[src/rtl/pulse_gap_scheduler_pkg.sv]
// Shared definitions for the pulse gap scheduler.
//   - pgs_state_e : scheduler FSM states
//   - params_ok   : parameter legality check used at elaboration
//   - max_u       : unsigned maximum helper for sizing timers
package pulse_gap_scheduler_pkg;

  typedef enum logic [1:0] {
    StIdle  = 2'd0,
    StPulse = 2'd1,
    StGap   = 2'd2
  } pgs_state_e;

  function automatic bit params_ok(int unsigned gap_cycles, int unsigned pulse_w,
                                   int unsigned cnt_w);
    return (gap_cycles >= 1) && (pulse_w >= 1) && (cnt_w >= 1);
  endfunction

  function automatic int unsigned max_u(int unsigned a, int unsigned b);
    return (a > b) ? a : b;
  endfunction

endpackage

[src/rtl/pulse_gap_scheduler_sat_updown_cnt.sv]
// Saturating up/down counter.
//   clk_i, rst_ni : clock, asynchronous active-low reset
//   inc_i, dec_i  : count up / count down requests (both together cancel)
//   cnt_o         : registered count
//   cnt_d_o       : count value after the coming edge
//   ovf_o         : an increment is being dropped at full scale this cycle
module sat_updown_cnt #(
  parameter int unsigned Width = 4
) (
  input  logic             clk_i,
  input  logic             rst_ni,
  input  logic             inc_i,
  input  logic             dec_i,
  output logic [Width-1:0] cnt_o,
  output logic [Width-1:0] cnt_d_o,
  output logic             ovf_o
);

  localparam logic [Width-1:0] CntMax = '1;

  logic [Width-1:0] cnt_q, cnt_d;

  always_comb begin
    cnt_d = cnt_q;
    ovf_o = 1'b0;
    if (inc_i && !dec_i) begin
      if (cnt_q == CntMax) begin
        ovf_o = 1'b1;
      end else begin
        cnt_d = cnt_q + 1'b1;
      end
    end else if (dec_i && !inc_i) begin
      // Never wrap below zero even if a stray decrement arrives.
      if (cnt_q != '0) begin
        cnt_d = cnt_q - 1'b1;
      end
    end
  end

  always_ff @(posedge clk_i or negedge rst_ni) begin
    if (!rst_ni) begin
      cnt_q <= '0;
    end else begin
      cnt_q <= cnt_d;
    end
  end

  assign cnt_o   = cnt_q;
  assign cnt_d_o = cnt_d;

endmodule

[src/rtl/pulse_gap_scheduler.sv]
// Queues single-cycle event strobes and replays each as a clean pulse followed by a
// guaranteed low gap, so a slower destination domain never merges or loses events.
//   clka      : source-domain clock
//   rst_n     : asynchronous active-low reset, discards all queued events
//   evt_in    : event strobe, one event per high cycle
//   en        : launch enable, sampled only while idle
//   ovf_clr   : synchronous clear of the sticky overflow flag
//   pulse_out : spaced pulse, PULSE_W cycles high then GAP_CYCLES low
//   busy      : a pulse/gap is in progress or events are pending
//   pending   : queued, not-yet-launched events
//   ovf       : sticky, an event was dropped at saturation
module pulse_gap_scheduler
  import pulse_gap_scheduler_pkg::*;
#(
  parameter int unsigned GAP_CYCLES = 16,
  parameter int unsigned PULSE_W    = 1,
  parameter int unsigned CNT_W      = 4
) (
  input  logic             clka,
  input  logic             rst_n,
  input  logic             evt_in,
  input  logic             en,
  input  logic             ovf_clr,
  output logic             pulse_out,
  output logic             busy,
  output logic [CNT_W-1:0] pending,
  output logic             ovf
);

  if (!params_ok(GAP_CYCLES, PULSE_W, CNT_W)) begin : g_bad_params
    $error("pulse_gap_scheduler: GAP_CYCLES, PULSE_W and CNT_W must all be >= 1");
  end

  localparam int unsigned TmrW = $clog2(max_u(GAP_CYCLES, PULSE_W) + 1);
  localparam logic [TmrW-1:0] PulseLast = TmrW'(PULSE_W - 1);
  localparam logic [TmrW-1:0] GapLast   = TmrW'(GAP_CYCLES - 1);

  pgs_state_e      state_q;
  logic [TmrW-1:0] tmr_q;
  logic            pulse_q, busy_q, ovf_q;

  logic             launch;
  logic             cnt_drop;
  logic [CNT_W-1:0] pend_q, pend_d;
  logic             pend_nz_d;

  assign launch    = (state_q == StIdle) && en && (pend_q != '0);
  assign pend_nz_d = (pend_d != '0);

  sat_updown_cnt #(
    .Width (CNT_W)
  ) u_pending (
    .clk_i   (clka),
    .rst_ni  (rst_n),
    .inc_i   (evt_in),
    .dec_i   (launch),
    .cnt_o   (pend_q),
    .cnt_d_o (pend_d),
    .ovf_o   (cnt_drop)
  );

  // Outputs are written alongside the state so they always match the state being entered.
  always_ff @(posedge clka or negedge rst_n) begin
    if (!rst_n) begin
      state_q <= StIdle;
      tmr_q   <= '0;
      pulse_q <= 1'b0;
      busy_q  <= 1'b0;
      ovf_q   <= 1'b0;
    end else begin
      // A drop in the same cycle as a clear keeps the flag set.
      ovf_q <= cnt_drop | (ovf_q & ~ovf_clr);
      case (state_q)
        StIdle: begin
          if (launch) begin
            state_q <= StPulse;
            tmr_q   <= '0;
            pulse_q <= 1'b1;
            busy_q  <= 1'b1;
          end else begin
            busy_q  <= pend_nz_d;
          end
        end
        StPulse: begin
          busy_q <= 1'b1;
          if (tmr_q == PulseLast) begin
            state_q <= StGap;
            tmr_q   <= '0;
            pulse_q <= 1'b0;
          end else begin
            tmr_q   <= tmr_q + 1'b1;
          end
        end
        StGap: begin
          if (tmr_q == GapLast) begin
            state_q <= StIdle;
            tmr_q   <= '0;
            busy_q  <= pend_nz_d;
          end else begin
            tmr_q   <= tmr_q + 1'b1;
            busy_q  <= 1'b1;
          end
        end
        default: begin
          state_q <= StIdle;
          tmr_q   <= '0;
          pulse_q <= 1'b0;
          busy_q  <= pend_nz_d;
        end
      endcase
    end
  end

  assign pulse_out = pulse_q;
  assign busy      = busy_q;
  assign pending   = pend_q;
  assign ovf       = ovf_q;

endmodule

[config.mk]
export PLATFORM = sky130hd
export DESIGN_NAME = pulse_gap_scheduler
export DESIGN_NICKNAME = d
export VERILOG_FILES = /design/src/rtl/pulse_gap_scheduler_pkg.sv /design/src/rtl/pulse_gap_scheduler_sat_updown_cnt.sv /design/src/rtl/pulse_gap_scheduler.sv
export SDC_FILE = /design/constraint.sdc
export NUM_CORES = 1
export LEC_CHECK = 0
export BUFFER_PORTS_ARGS = -buffer_cell sky130_fd_sc_hd__buf_2
export CAP_MARGIN = 0
export CORE_AREA = 3 3 58 60
export CTS_CLUSTER_DIAMETER = 150
export DETAILED_ROUTE_END_ITERATION = 16
export DIE_AREA = 0 0 61 63
export PLACE_DENSITY = 0.61
export SLEW_MARGIN = 20
export SYNTH_ARGS = -nofsm -noshare
export SYNTH_HDL_FRONTEND = slang
export SYNTH_SLANG_ARGS = --single-unit
[constraint.sdc]
create_clock -name clka -period 3.6 [get_ports clka]
set_input_delay 0.54 -clock clka [delete_from_list [all_inputs] [get_ports clka]]
set_output_delay 0.54 -clock clka [all_outputs]
set_load 0.02 [all_outputs]
After elaboration in Yosys (flattened, before gate mapping)
Cells that the tools add are included.
{"block": "classes", "add_sub_neg": 3, "n_eq_ne": 7, "mux": 20, "bitwise": 4, "n_reduce_logical": 12}
{"cell": "$mux 4", "n": 4}
{"cell": "$mux 5", "n": 3}
{"cell": "$pmux 5 s3", "n": 1}
{"cell": "$reduce_bool 4->1", "n": 2}
{"cell": "$mux 1", "n": 6}
{"cell": "$mux 2", "n": 3}
{"cell": "$pmux 1 s3", "n": 2}
{"cell": "$pmux 2 s3", "n": 1}
{"cell": "$reduce_and 3->1", "n": 2}
{"cell": "$add 5x1->5 const B", "n": 1}
{"cell": "$eq 5x4->1 const B", "n": 1}
{"cell": "$logic_not 5->1", "n": 1}
{"cell": "$add 4x1->4 const B", "n": 1}
{"cell": "$eq 4x4->1 const B", "n": 1}
{"cell": "$logic_and 1x1->1", "n": 4}
{"cell": "$ne 2x2->1 const B", "n": 2}
{"cell": "$sub 4x1->4 const B", "n": 1}
{"cell": "$eq 2x1->1 const B", "n": 1}
{"cell": "$eq 2x2->1 const B", "n": 1}
{"cell": "$logic_not 1->1", "n": 2}
{"cell": "$logic_not 2->1", "n": 1}
{"cell": "$ne 2x1->1 const B", "n": 1}
{"cell": "$not 1->1", "n": 2}
{"cell": "$and 1x1->1", "n": 1}
{"cell": "$or 1x1->1", "n": 1}
{"block": "word_totals", "register_bits": 14, "output_inout_bits": 7, "word_cells": 52}

Depth between registers and ports, before layout
Gate-level depths: netlist of the first run.
{"block": "depth", "depth_word": 9, "depth_mapped": 8}

Modules after synthesis
From an unflattened synthesis of the first run, not the netlist that was laid out.
{"block": "hier_totals", "cells_unflattened": 105, "area_unflattened_um2": 1029.7}
{"module": "pulse_gap_scheduler", "instances": 1, "cells_each": 64, "area_per_inst_um2": 669.4, "seq_area_each_um2": 250.2}
{"module": "sat_updown_cnt", "instances": 1, "cells_each": 41, "area_per_inst_um2": 360.3, "seq_area_each_um2": 100.1}

Least setup slack after synthesis of the first run
OpenSTA, ideal clock, no wires.
{"block": "synth_timing", "path_type": "flip-flop to flip-flop", "start": "reg u_pending.cnt_q[0] (netlist: u_pending.cnt_o[0])", "end": "reg state_q[0]", "setup_ns": 0.125, "t_arrival_ns": 1.923, "required_ns": 3.475, "setup_slack_ns": 1.552, "path_stages_with_launch": 8, "period_less_slack_ns": 2.048, "path_cell_list": "dfrtp_1 -> inv_1 -> ha_1 -> nor3b_2 -> o21a_1 -> or2_4 -> nor2_4 -> mux2_4"}
{"block": "synth_via", "elab_chain_cells": 4}
{"element": "start: declaration", "line": "pulse_gap_scheduler_sat_updown_cnt.sv:21", "rtl": "logic [Width-1:0] cnt_q, cnt_d;"}
{"element": "start signal: assignment", "line": "pulse_gap_scheduler_sat_updown_cnt.sv:44", "rtl": "cnt_q <= cnt_d;"}
{"element": "$reduce_bool 4->1", "line": "pulse_gap_scheduler.sv:47", "rtl": "assign launch = (state_q == StIdle) && en && (pend_q != '0);"}
{"element": "$logic_and 1x1->1", "line": "pulse_gap_scheduler.sv:47"}
{"element": "$ne 2x1->1 (no line)"}
{"element": "$reduce_and 3->1 (no line)"}
{"element": "end signal: assignment", "line": "pulse_gap_scheduler.sv:65", "rtl": "state_q <= StIdle;"}
{"element": "end signal: assignment", "line": "pulse_gap_scheduler.sv:76", "rtl": "state_q <= StPulse;"}
{"element": "end signal: assignment", "line": "pulse_gap_scheduler.sv:87", "rtl": "state_q <= StGap;"}
{"element": "end: declaration", "line": "pulse_gap_scheduler.sv:38", "rtl": "pgs_state_e state_q;"}
No other way between the ends.
A chain may end at the register's enable or synchronous reset.

Worst setup path in the final report of the first run
Ends and elaborated chain as after synthesis.

==> impl_summary.txt, run 1 <==
----------------------------------------------------
[Outcome]
  Run status ... completed

[Power and ir drop]
  Power per Cell Area ... 841.5 nW/µm²
  IR drop worst, VDD ... 0.3220 mV
  Leak ... 0.0005441 µW

[Place]
  Routability congestion estimate ... 0.8275
  DP HPWL ... 1591 µm
  Number of cells after detailed placement ... 151
  Count of port buffers added during placement ... 11
  Cell area after placement ... 1090 µm²

[Floorplan]
  Count of standard-cell rows ... 20
  Number of I/O pins ... 12
  Die Height ... 63 µm
  Core area ... 2978 µm²
  Area of the die ... 3843 µm²
  Die width ... 61 µm
  Effective utilization at floorplan ... 33.74%

[Timing]
  Unrepaired setup endpoints after global routing ... false
  Number of setup violations in the final report ... 0
  Final min period ... 2.108 ns
  Final worst-path cycle share ... 58.55%
  Final Hold Fails ... 0
  Maximum frequency from static timing analysis ... 474.5 MHz
  Hold slack ... 0.1342 ns
  Worst Clk Skew ... 0.0003220 ns
  Final number of max-transition violations ... 0
  Transition time at the pin with the least slew margin ... 0.4230 ns
  Relative max-transition margin ... 71.40%
  Final sum of negative setup slack ... 0 ns

[Final layout]
  Cell area after layout ... 1126 µm²
  Top library cells by usage in the layout, fill and taps aside ... sky130_fd_sc_hd__inv_1 (15), sky130_fd_sc_hd__dfrtp_1 (14), sky130_fd_sc_hd__ha_1 (11), sky130_fd_sc_hd__buf_2 (11), sky130_fd_sc_hd__nand2_1 (9)
  Total inserted antenna cells ... 0
  Leading cell type in the layout, fill and taps excluded ... sky130_fd_sc_hd__inv_1
  Post-route non-filler standard cell count ... 155
  Synth-to-layout area growth ... 12.08%
  Ratio of cells with drive above 1 in the final layout ... 18.03%
  Number of nets in the finished design ... 139

[Clock tree]
  CTS H-Tree Depth ... 1
  Clock root buffer master ... sky130_fd_sc_hd__clkbuf_4
  Hold bufs inserted after CTS ... 0
  Sink Count ... 14
  Maximum buffer depth of the clock tree ... 2
  Number of gates resized after cts ... 0
  Clock tree from TritonCTS ... done
  Post-CTS setup-driven buffer insertion count ... 0
  Clock transition time at the flip-flop clock pins of the worst setup and hold paths ... 0.09 ns
  Clock insertion delay at the later pin of the skew report ... 0.29 ns
  Clock buffer count from CTS ... 3

[Job]
  Max-cap violations ... 0

[Synth]
  Number of instances in the synthesized netlist ... 108
  Post-synth top flop ... sky130_fd_sc_hd__dfrtp_1
  Warnings from Yosys ... 0
  Number of synthesized flops with an enable pin ... 0
  Syn nets ... 124
  Post-synthesis register bit count ... 14
  Post-Syn Area ... 1005 µm²
  Post-Synthesis Mean Instance Area ... 9.303 µm²
  Async S/R FF share, synth ... 100.0%
  Number of unique standard cell types used by synthesis ... 40
  Register area share after synthesis ... 34.87%

[Hold path]
  Path type of the worst min-delay path ... input pin to async pin

[Detailed routing]
  Antenna Nets Post-Route ... 0
  Mean number of vias per cell ... 5.439
  Routed WL per cell ... 13.26 µm
  Initial DRC Count ... 56
  Final WL ... 2055 µm
  Total via count in the routed design ... 843
  Detailed Routing Iterations Pass 1 ... 4
  Remaining routing DRC violations ... 0

[Setup path]
  CP required ... 3.78 ns
  Crit path launch type ... flop
  Setup slack, reg-to-reg ... 1.49 ns
  Worst Path Class, Setup ... flop to flop
  R2r endpoint ... state_q[0]
  Worst reg-to-reg path cell count ... 7
  Maximum fanout count along the critical path ... 9
  Worst setup EP type ... flop
  Data arrival at the endpoint of the critical path ... 2.29 ns
  Crit Reg-Reg Startpoint ... u_pending.cnt_o[0]

[Global route]
  Global-route wire length before repair ... 3450 µm
  Total congestion overflow ... 0
  Number of global-route vias before repair ... 795
  Number of antenna violations at the first check in global routing ... 0
  Gr usage total ... 11.81%
  Largest net degree at the start of global routing ... 15

----------------------------------------------------
-- logic make-up (layout without fill, tap and decap cells) --
| logic type | after synthesis | count (layout) | share of synthesized area [%] |
|---|---|---|---|
| muxes | 4 | 4 | 5.106 |
| DFF | 14 | 14 | 34.87 |
| and+or+nand+nor | 36 | 36 | 19.93 |
| xor gates and xnor gates | 1 | 1 | 0.8719 |
| adders and majority gates | 11 | 11 | 13.70 |
| buffers and inverters | 16 | 30 | 6.724 |
| AOI/OAI and AO/OA | 26 | 26 | 18.81 |
-- routing by layer --
layer  vias up  GRT usage, %  share of wire [%]
met5         -             0                  0
met3         3         4.339                6.5
met4         0         2.439               0.54
met2        23         18.58                 47
li1        414             -                  -
met1       403         15.30                 46
-- worst max-delay path by stage --
| stage | from | end | slack (ns) | cells after the start |
|---|---|---|---|---|
| floorplan | u_pending.cnt_o[0] | state_q[0] | 1.55 | 7 |
| global placement | u_pending.cnt_o[0] | state_q[0] | 1.51 | 7 |
| detailed placement | u_pending.cnt_o[0] | state_q[0] | 1.50 | 7 |
| CTS | u_pending.cnt_o[0] | state_q[0] | 1.49 | 7 |
| global route | u_pending.cnt_o[0] | state_q[0] | 1.38 | 7 |
| finish | u_pending.cnt_o[0] | state_q[0] | 1.49 | 7 |
-- per-stage QoR --
step | power, µW | util [%] | setup slack [ns]
after global routing | 1024 | 37.82 | 1.376
after floorplan | 703.0 | - | 1.552
final | 947.6 | 37.82 | 1.492
after global placement | 817.3 | 36.60 | 1.511
after CTS | 951.4 | 37.82 | 1.494
after detailed placement | 828.9 | 36.60 | 1.498
-- flip-flops by register name (all words and copies together) (netlist names) --
register and cells:
tmr_q 5, pulse_out 1, state_q 2, ovf 1, busy 1, u_pending.cnt_o 4
-- area by class of cell --
cell class	instances	area, µm²
clock buffer	4	36.28
fill	291	1852
inverter	15	56.30
multi-input combinational	78	586.8
sequential	14	350.3
tap	33	41.29
timing repair buffer	11	55.05
-- power breakdown --
part / switching, µW / internal (µW)
sequential: 66.8 / 212
combinational: 311 / 240
clock: 56.2 / 61.7
-- Yosys cell counts (2+ instances only) --
cell type | number | area [µm²]
sky130_fd_sc_hd__inv_1 | 15 | 56.30
sky130_fd_sc_hd__dfrtp_1 | 14 | 350.3
sky130_fd_sc_hd__a22oi_1 | 3 | 22.52
sky130_fd_sc_hd__nor2b_1 | 4 | 25.02
sky130_fd_sc_hd__a21oi_1 | 2 | 10.01
sky130_fd_sc_hd__nand2_1 | 9 | 33.78
sky130_fd_sc_hd__mux2_4 | 2 | 30.03
sky130_fd_sc_hd__nor2_1 | 7 | 26.28
sky130_fd_sc_hd__o21ai_0 | 7 | 35.03
sky130_fd_sc_hd__nand3_1 | 3 | 15.01
sky130_fd_sc_hd__ha_1 | 11 | 137.6
sky130_fd_sc_hd__and2_1 | 2 | 12.51
sky130_fd_sc_hd__o31ai_1 | 2 | 15.01
-- worst max-delay path, cell delays in order (launching register included) --
cell                      delay, ns
sky130_fd_sc_hd__dfrtp_1       0.44
sky130_fd_sc_hd__inv_1         0.10
sky130_fd_sc_hd__ha_1          0.26
sky130_fd_sc_hd__nor3b_2       0.19
sky130_fd_sc_hd__o21a_1        0.28
sky130_fd_sc_hd__or2_4         0.28
sky130_fd_sc_hd__nor2_4        0.14
sky130_fd_sc_hd__mux2_4        0.31
Power figures use the tool's default switching activity.
==> run 2: changes to the inputs <==
Clock period 3.6 ns to 2.1 ns, I/O delays scaled along.
==> impl_summary.txt, run 2 (synthesized netlist as in run 1, its figures left out) <==
----------------------------------------------------
[Outcome]
  Run status ... completed

[Clock tree]
  Clock root buffer master ... sky130_fd_sc_hd__clkbuf_4
  Post-CTS setup-driven buffer insertion count ... 0 (unchanged)
  Clock buffer count from CTS ... 3 (unchanged)
  Clock insertion delay at the later pin of the skew report ... 0.28 ns (about the same)
  Maximum buffer depth of the clock tree ... 2 (unchanged)
  CTS H-Tree Depth ... 1 (unchanged)
  Sink Count ... 14 (unchanged)
  Clock transition time at the flip-flop clock pins of the worst setup and hold paths ... 0.09 ns (about the same)
  Clock tree from TritonCTS ... done

[Place]
  Count of port buffers added during placement ... 11 (unchanged)
  DP HPWL ... 1636 µm (+2.8%)
  Routability congestion estimate ... 0.8542 (+3.2%)
  Cell area after placement ... 1120 µm² (+2.8%)

[Timing]
  Maximum frequency from static timing analysis ... 529.1 MHz (+12%)
  Number of setup violations in the final report ... 0 (unchanged)
  Final number of max-transition violations ... 0 (unchanged)
  Final Hold Fails ... 0 (unchanged)
  Relative max-transition margin ... 73.22% (+1.8 points)
  Worst Clk Skew ... 0.006449 ns (+0.006126 ns)
  Final min period ... 1.890 ns (-0.2178 ns)
  Final worst-path cycle share ... 89.99% (+31 points)
  Unrepaired setup endpoints after global routing ... false
  Transition time at the pin with the least slew margin ... 0.3967 ns (-0.02636 ns)
  Final sum of negative setup slack ... 0 ns (unchanged)

[Final layout]
  Number of flip-flops under the largest register name ... 5 (unchanged)
  Leading cell type in the layout, fill and taps excluded ... sky130_fd_sc_hd__inv_1
  Ratio of cells with drive above 1 in the final layout ... 21.26% (+3.2 points)
  Total inserted antenna cells ... 0 (unchanged)
  Number of nets in the finished design ... 144 (+3.6%)
  Cell area after layout ... 1179 µm² (+4.7%)
  Synth-to-layout area growth ... 17.31%
  Register containing the most flip-flops in the final layout ... tmr_q
  Top library cells by usage in the layout, fill and taps aside ... sky130_fd_sc_hd__inv_1 (15), sky130_fd_sc_hd__dfrtp_1 (14), sky130_fd_sc_hd__buf_2 (11)

[Setup path]
  Data arrival at the endpoint of the critical path ... 2.10 ns (-0.19 ns)
  Crit path launch type ... flop
  Worst Path Class, Setup ... flop to flop
  Maximum fanout count along the critical path ... 5 (-4)
  Setup slack, reg-to-reg ... 0.21 ns (-1.28 ns)
  Worst setup EP type ... flop
  CP required ... 2.31 ns (-1.47 ns)

[Global route]
  Number of antenna violations at the first check in global routing ... 0 (unchanged)
  Total congestion overflow ... 0 (unchanged)
  Number of global-route vias before repair ... 866 (+8.9%)
  Largest net degree at the start of global routing ... 15 (unchanged)
  Gr usage total ... 13.02% (+1.2 points)
  Global-route wire length before repair ... 3898 µm (+13%)

[Power and ir drop]
  Leak ... 0.0005691 µW (+4.6%)
  Power per Cell Area ... 1451 nW/µm² (+72%)
  IR drop worst, VDD ... 0.6865 mV (+110%)

[Floorplan]
  Count of standard-cell rows ... 20 (unchanged)
  Die Height ... 63 µm (unchanged)
  Die width ... 61 µm (unchanged)
  Effective utilization at floorplan ... 33.74% (unchanged)
  Number of I/O pins ... 12 (unchanged)
  Core area ... 2978 µm² (unchanged)
  Area of the die ... 3843 µm² (unchanged)

[Detailed routing]
  Total via count in the routed design ... 845 (+0.24%)
  Detailed Routing Iterations Pass 1 ... 4 (unchanged)
  Antenna Nets Post-Route ... 0 (unchanged)
  Remaining routing DRC violations ... 0 (unchanged)
  Final WL ... 2133 µm (+3.8%)
  Initial DRC Count ... 38 (-32%)
  Mean number of vias per cell ... 5.281 (-2.9%)
  Routed WL per cell ... 13.33 µm (+0.55%)

[Job]
  Max-cap violations ... 0 (unchanged)

[Hold path]
  Path type of the worst min-delay path ... input pin to flop

----------------------------------------------------
## run 2: path summary, 6_finish.rpt
kind,from,end,depth (start not counted)
setup / recovery,u_pending.cnt_o[1],busy,8
hold / removal,ovf_clr,ovf,2
setup reg to reg,u_pending.cnt_o[1],busy,8
hold reg to reg,pulse_out,pulse_out,2
max in group asynchronous,rst_n,state_q[0],2
min in group asynchronous,rst_n,tmr_q[1],2
## run 2: layout make-up
class                   instances  area, µm²
clock buffers                   4      36.28
fillers                       300       1799
repair buffers                 16      95.09
well taps                      33      41.29
multi-input cells              78      599.3
inverters                      15      56.30
flip-flops and latches         14      350.3
## run 2: routing by layer
metal  global-route usage, %  vias to the layer above  routed length, µm
met5                       0                        -                  0
met4                   3.523                        0                 19
met3                   4.339                        2                140
met2                   19.79                       25                996
met1                   17.35                      397                976
li1                        -                      421                  -
## run 2: where the power goes
part	leakage (µW)	switching, µW	internal [µW]	total, µW
Clock	0.0000210	92.4	106	198
Sequential	0.000177	106	363	469
Combinational	0.000371	558	486	1040
Total	0.000569	756	954	1710
## run 2: per-stage QoR
step / hold WS [ns] / util [%] / std cells / power, µW / setup slack, ns
finish: 0.2096 / 39.58 / 160 / 1711 / 0.2102
global route: 0.1974 / 39.58 / 160 / 1872 / 0.05547
CTS: 0.2030 / 39.16 / 160 / 1679 / 0.1053
detailed placement: 0.2341 / 37.61 / 155 / 1476 / 0.1171
global placement: 0.2309 / 37.61 / 155 / 1450 / 0.1768
floorplan: 0.01941 / - / 108 / 1205 / 0.05195
## run 2: timing repair
| item | CTS | global route |
|---|---|---|
| endpoints found under the hold margin | 14 | 0 |
| hold buffers | 1 | 0 |
| gates resized for setup | 0 | 2 |
| endpoints found under the setup margin | 0 | 1 |
## run 2: worst max-delay path: stages, from the launching register on
cell                       delay [ns]
sky130_fd_sc_hd__dfrtp_1         0.42
sky130_fd_sc_hd__inv_1           0.08
sky130_fd_sc_hd__ha_1            0.20
sky130_fd_sc_hd__buf_4           0.15
sky130_fd_sc_hd__nor2b_1         0.12
sky130_fd_sc_hd__o221ai_1        0.31
sky130_fd_sc_hd__mux2i_1         0.15
sky130_fd_sc_hd__a32o_1          0.23
sky130_fd_sc_hd__a31oi_1         0.17
==> run 3: changes to the inputs <==
Settings changed: CAP_MARGIN 0 to default, CORE_AREA 3 3 58 60 to 3 3 48 50, CTS_BUF_LIST from default to sky130_fd_sc_hd__clkbuf_16, DIE_AREA 0 0 61 63 to 0 0 51 53, PLACE_DENSITY 0.61 to 0.81.
==> impl_summary.txt, run 3 (synthesized netlist as in run 1, its figures left out) <==
----------------------------------------------------
[Setup path]
  Timing startpoint of the critical path ... u_pending.cnt_o[0]
  Critical-path cell with the highest stage delay ... sky130_fd_sc_hd__dfrtp_1
  Crit path max-delay family ... simple AND/OR/NAND/NOR gates
  Crit path largest cell delay ... 0.42 ns (about the same)
  Maximum fanout count along the critical path ... 6 (+1)
  CP required ... 2.23 ns (-0.08 ns)
  Crit Reg-Reg Startpoint ... u_pending.cnt_o[0]
  Data arrival at the endpoint of the critical path ... 2.11 ns (about the same)
  Worst Path Class, Setup ... flop to flop
  Crit path launch type ... flop
  Worst setup EP type ... flop
  Cell Chain, Critical Path ... inv_1, ha_1, nor3b_2, o21a_1, or2_4, nor2_4, mux2_4
  Critical path buffer and inverter count ... 1 (-1)

[Job]
  Max-cap violations ... 0 (unchanged)

[Timing]
  Number of setup violations in the final report ... 0 (unchanged)
  Final min period ... 1.989 ns (+0.09897 ns)
  Final sum of negative setup slack ... 0 ns (unchanged)
  Transition time at the pin with the least slew margin ... 0.3585 ns (-0.03818 ns)
  Unrepaired setup endpoints after global routing ... false
  Relative max-transition margin ... 76.10% (+2.9 points)
  Final Hold Fails ... 0 (unchanged)
  Final worst-path cycle share ... 94.71% (+4.7 points)
  Final number of max-transition violations ... 0 (unchanged)
  Worst Clk Skew ... 0.004309 ns (-0.002139 ns)
  Maximum frequency from static timing analysis ... 502.8 MHz (-5.0%)
  Hold slack ... 0.2611 ns (+0.05149 ns)

[Floorplan]
  Effective utilization at floorplan ... 51.74% (+18 points)
  Core area ... 1942 µm² (-35%)
  Count of standard-cell rows ... 16 (-20%)
  Number of I/O pins ... 12 (unchanged)
  Die width ... 51 µm (-16%)
  Die Height ... 53 µm (-16%)
  Area of the die ... 2703 µm² (-30%)

[Outcome]
  Run status ... completed

[Clock tree]
  Clock buffer count from CTS ... 3 (unchanged)
  Maximum buffer depth of the clock tree ... 2 (unchanged)
  Clock root buffer master ... sky130_fd_sc_hd__clkbuf_16
  Clock insertion delay at the later pin of the skew report ... 0.24 ns (-0.04 ns)
  Clock tree from TritonCTS ... done
  CTS H-Tree Depth ... 1 (unchanged)
  Sink Count ... 14 (unchanged)
  Clock transition time at the flip-flop clock pins of the worst setup and hold paths ... 0.05 ns (-0.04 ns)

[Global route]
  Total congestion overflow ... 0 (unchanged)
  Number of antenna violations at the first check in global routing ... 0 (unchanged)
  Gr usage total ... 18.16% (+5.1 points)
  Number of global-route vias before repair ... 830 (-4.2%)
  Global-route wire length before repair ... 3670 µm (-5.8%)
  Largest net degree at the start of global routing ... 15 (unchanged)

[Place]
  Routability congestion estimate ... 0.8543 (about the same)
  Count of port buffers added during placement ... 11 (unchanged)
  DP HPWL ... 1565 µm (-4.3%)

[Final layout]
  Leading cell type in the layout, fill and taps excluded ... sky130_fd_sc_hd__inv_1
  Number of nets in the finished design ... 141 (-2.1%)
  Ratio of cells with drive above 1 in the final layout ... 19.35% (-1.9 points)
  Number of flip-flops under the largest register name ... 5 (unchanged)
  Total inserted antenna cells ... 0 (unchanged)
  Register containing the most flip-flops in the final layout ... tmr_q
  Top library cells by usage in the layout, fill and taps aside ... sky130_fd_sc_hd__inv_1 (15), sky130_fd_sc_hd__dfrtp_1 (14), sky130_fd_sc_hd__buf_2 (11)
  Synth-to-layout area growth ... 18.18%
  Filler Cell Count ... 177 (-41%)

[Hold path]
  Path type of the worst min-delay path ... input pin to flop
  Launch instance of the worst min-delay path ... ovf_clr

[Detailed routing]
  Mean number of vias per cell ... 5.662 (+7.2%)
  Detailed Routing Iterations Pass 1 ... 4 (unchanged)
  Routed WL per cell ... 14.34 µm (+7.6%)
  Final WL ... 2166 µm (+1.5%)
  Total via count in the routed design ... 855 (+1.2%)
  Remaining routing DRC violations ... 0 (unchanged)
  Initial DRC Count ... 28 (-26%)
  Antenna Nets Post-Route ... 0 (unchanged)

[Power and ir drop]
  IR drop worst, VDD ... 0.8169 mV (+19%)
  Power per Cell Area ... 1543 nW/µm² (+6.3%)
  Leak ... 0.0005708 µW (+0.29%)

----------------------------------------------------
run 3: layout make-up:
cell class / instances / area, µm² / area share [%]
clock buffers: 3 / 75.07 / 6.322
inverters: 15 / 56.30 / 4.742
flip-flops and latches: 14 / 350.3 / 29.50
multi-input cells: 78 / 595.6 / 50.16
repair buffers: 13 / 72.57 / 6.112
clock inverters: 1 / 3.754 / 0.3161
well taps: 27 / 33.78 / 2.845
run 3: timing repair:
action / 4_1_cts / 5_1_grt
buffers inserted: 0 / 0
gates resized for setup: 0 / 3
endpoints found under the hold margin: 14 / 0
hold buffers: 1 / 0
endpoints found under the setup margin: 0 / 1
run 3: stage by stage:
stage / total power, µW / util [%] / instances / instance area (µm²) / worst slack (ns)
6_report: 1833 / 61.15 / 151 / 1187 / 0.1112
5_1_grt: 1968 / 61.15 / 151 / 1187 / 0.006177
4_1_cts: 1813 / 60.70 / 151 / 1179 / 0.06406
3_5_place_dp: 1433 / 56.12 / 146 / 1090 / 0.09415
3_3_place_gp: 1394 / 56.12 / 146 / 1090 / 0.1553
2_1_floorplan: 1205 / - / 108 / 1005 / 0.05195
run 3: per-layer routing:
layer,vias to the layer above,part of all wire (%),GRT usage [%]
met5,-,0,0
met4,0,2.2,9.417
met3,6,4.2,3.099
met2,23,49,31.97
met1,412,45,20.97
li1,414,-,-
run 3: where the power goes:
group	total [µW]	switching (µW)	internal, µW
sequential	484	119	365
clock	359	108	252
combinational	989	556	434
run 3: worst reg2reg max path, delay by kind of cell, from the launching register on:
| family | cells | cell delay [ns] |
|---|---|---|
| AO/OA/AOI/OAI | 1 | 0.20 |
| adder cells (fa/ha/maj) | 1 | 0.26 |
| buffers and inverters | 1 | 0.10 |
| flip-flops | 1 | 0.42 |
| multiplexers | 1 | 0.32 |
| AND/OR/NAND/NOR | 3 | 0.58 |
run 3: path summary, 6_finish.rpt:
| kind | slack, ns | end | cells past startpoint |
|---|---|---|---|
| max | 0.11 | state_q[0] | 7 |
| min | 0.26 | ovf | 2 |
| max reg2reg | 0.11 | state_q[0] | 7 |
| min reg2reg | 0.52 | ovf | 2 |
| max in group asynchronous | 1.34 | tmr_q[1] | 2 |
| min in group asynchronous | 0.51 | ovf | 2 |
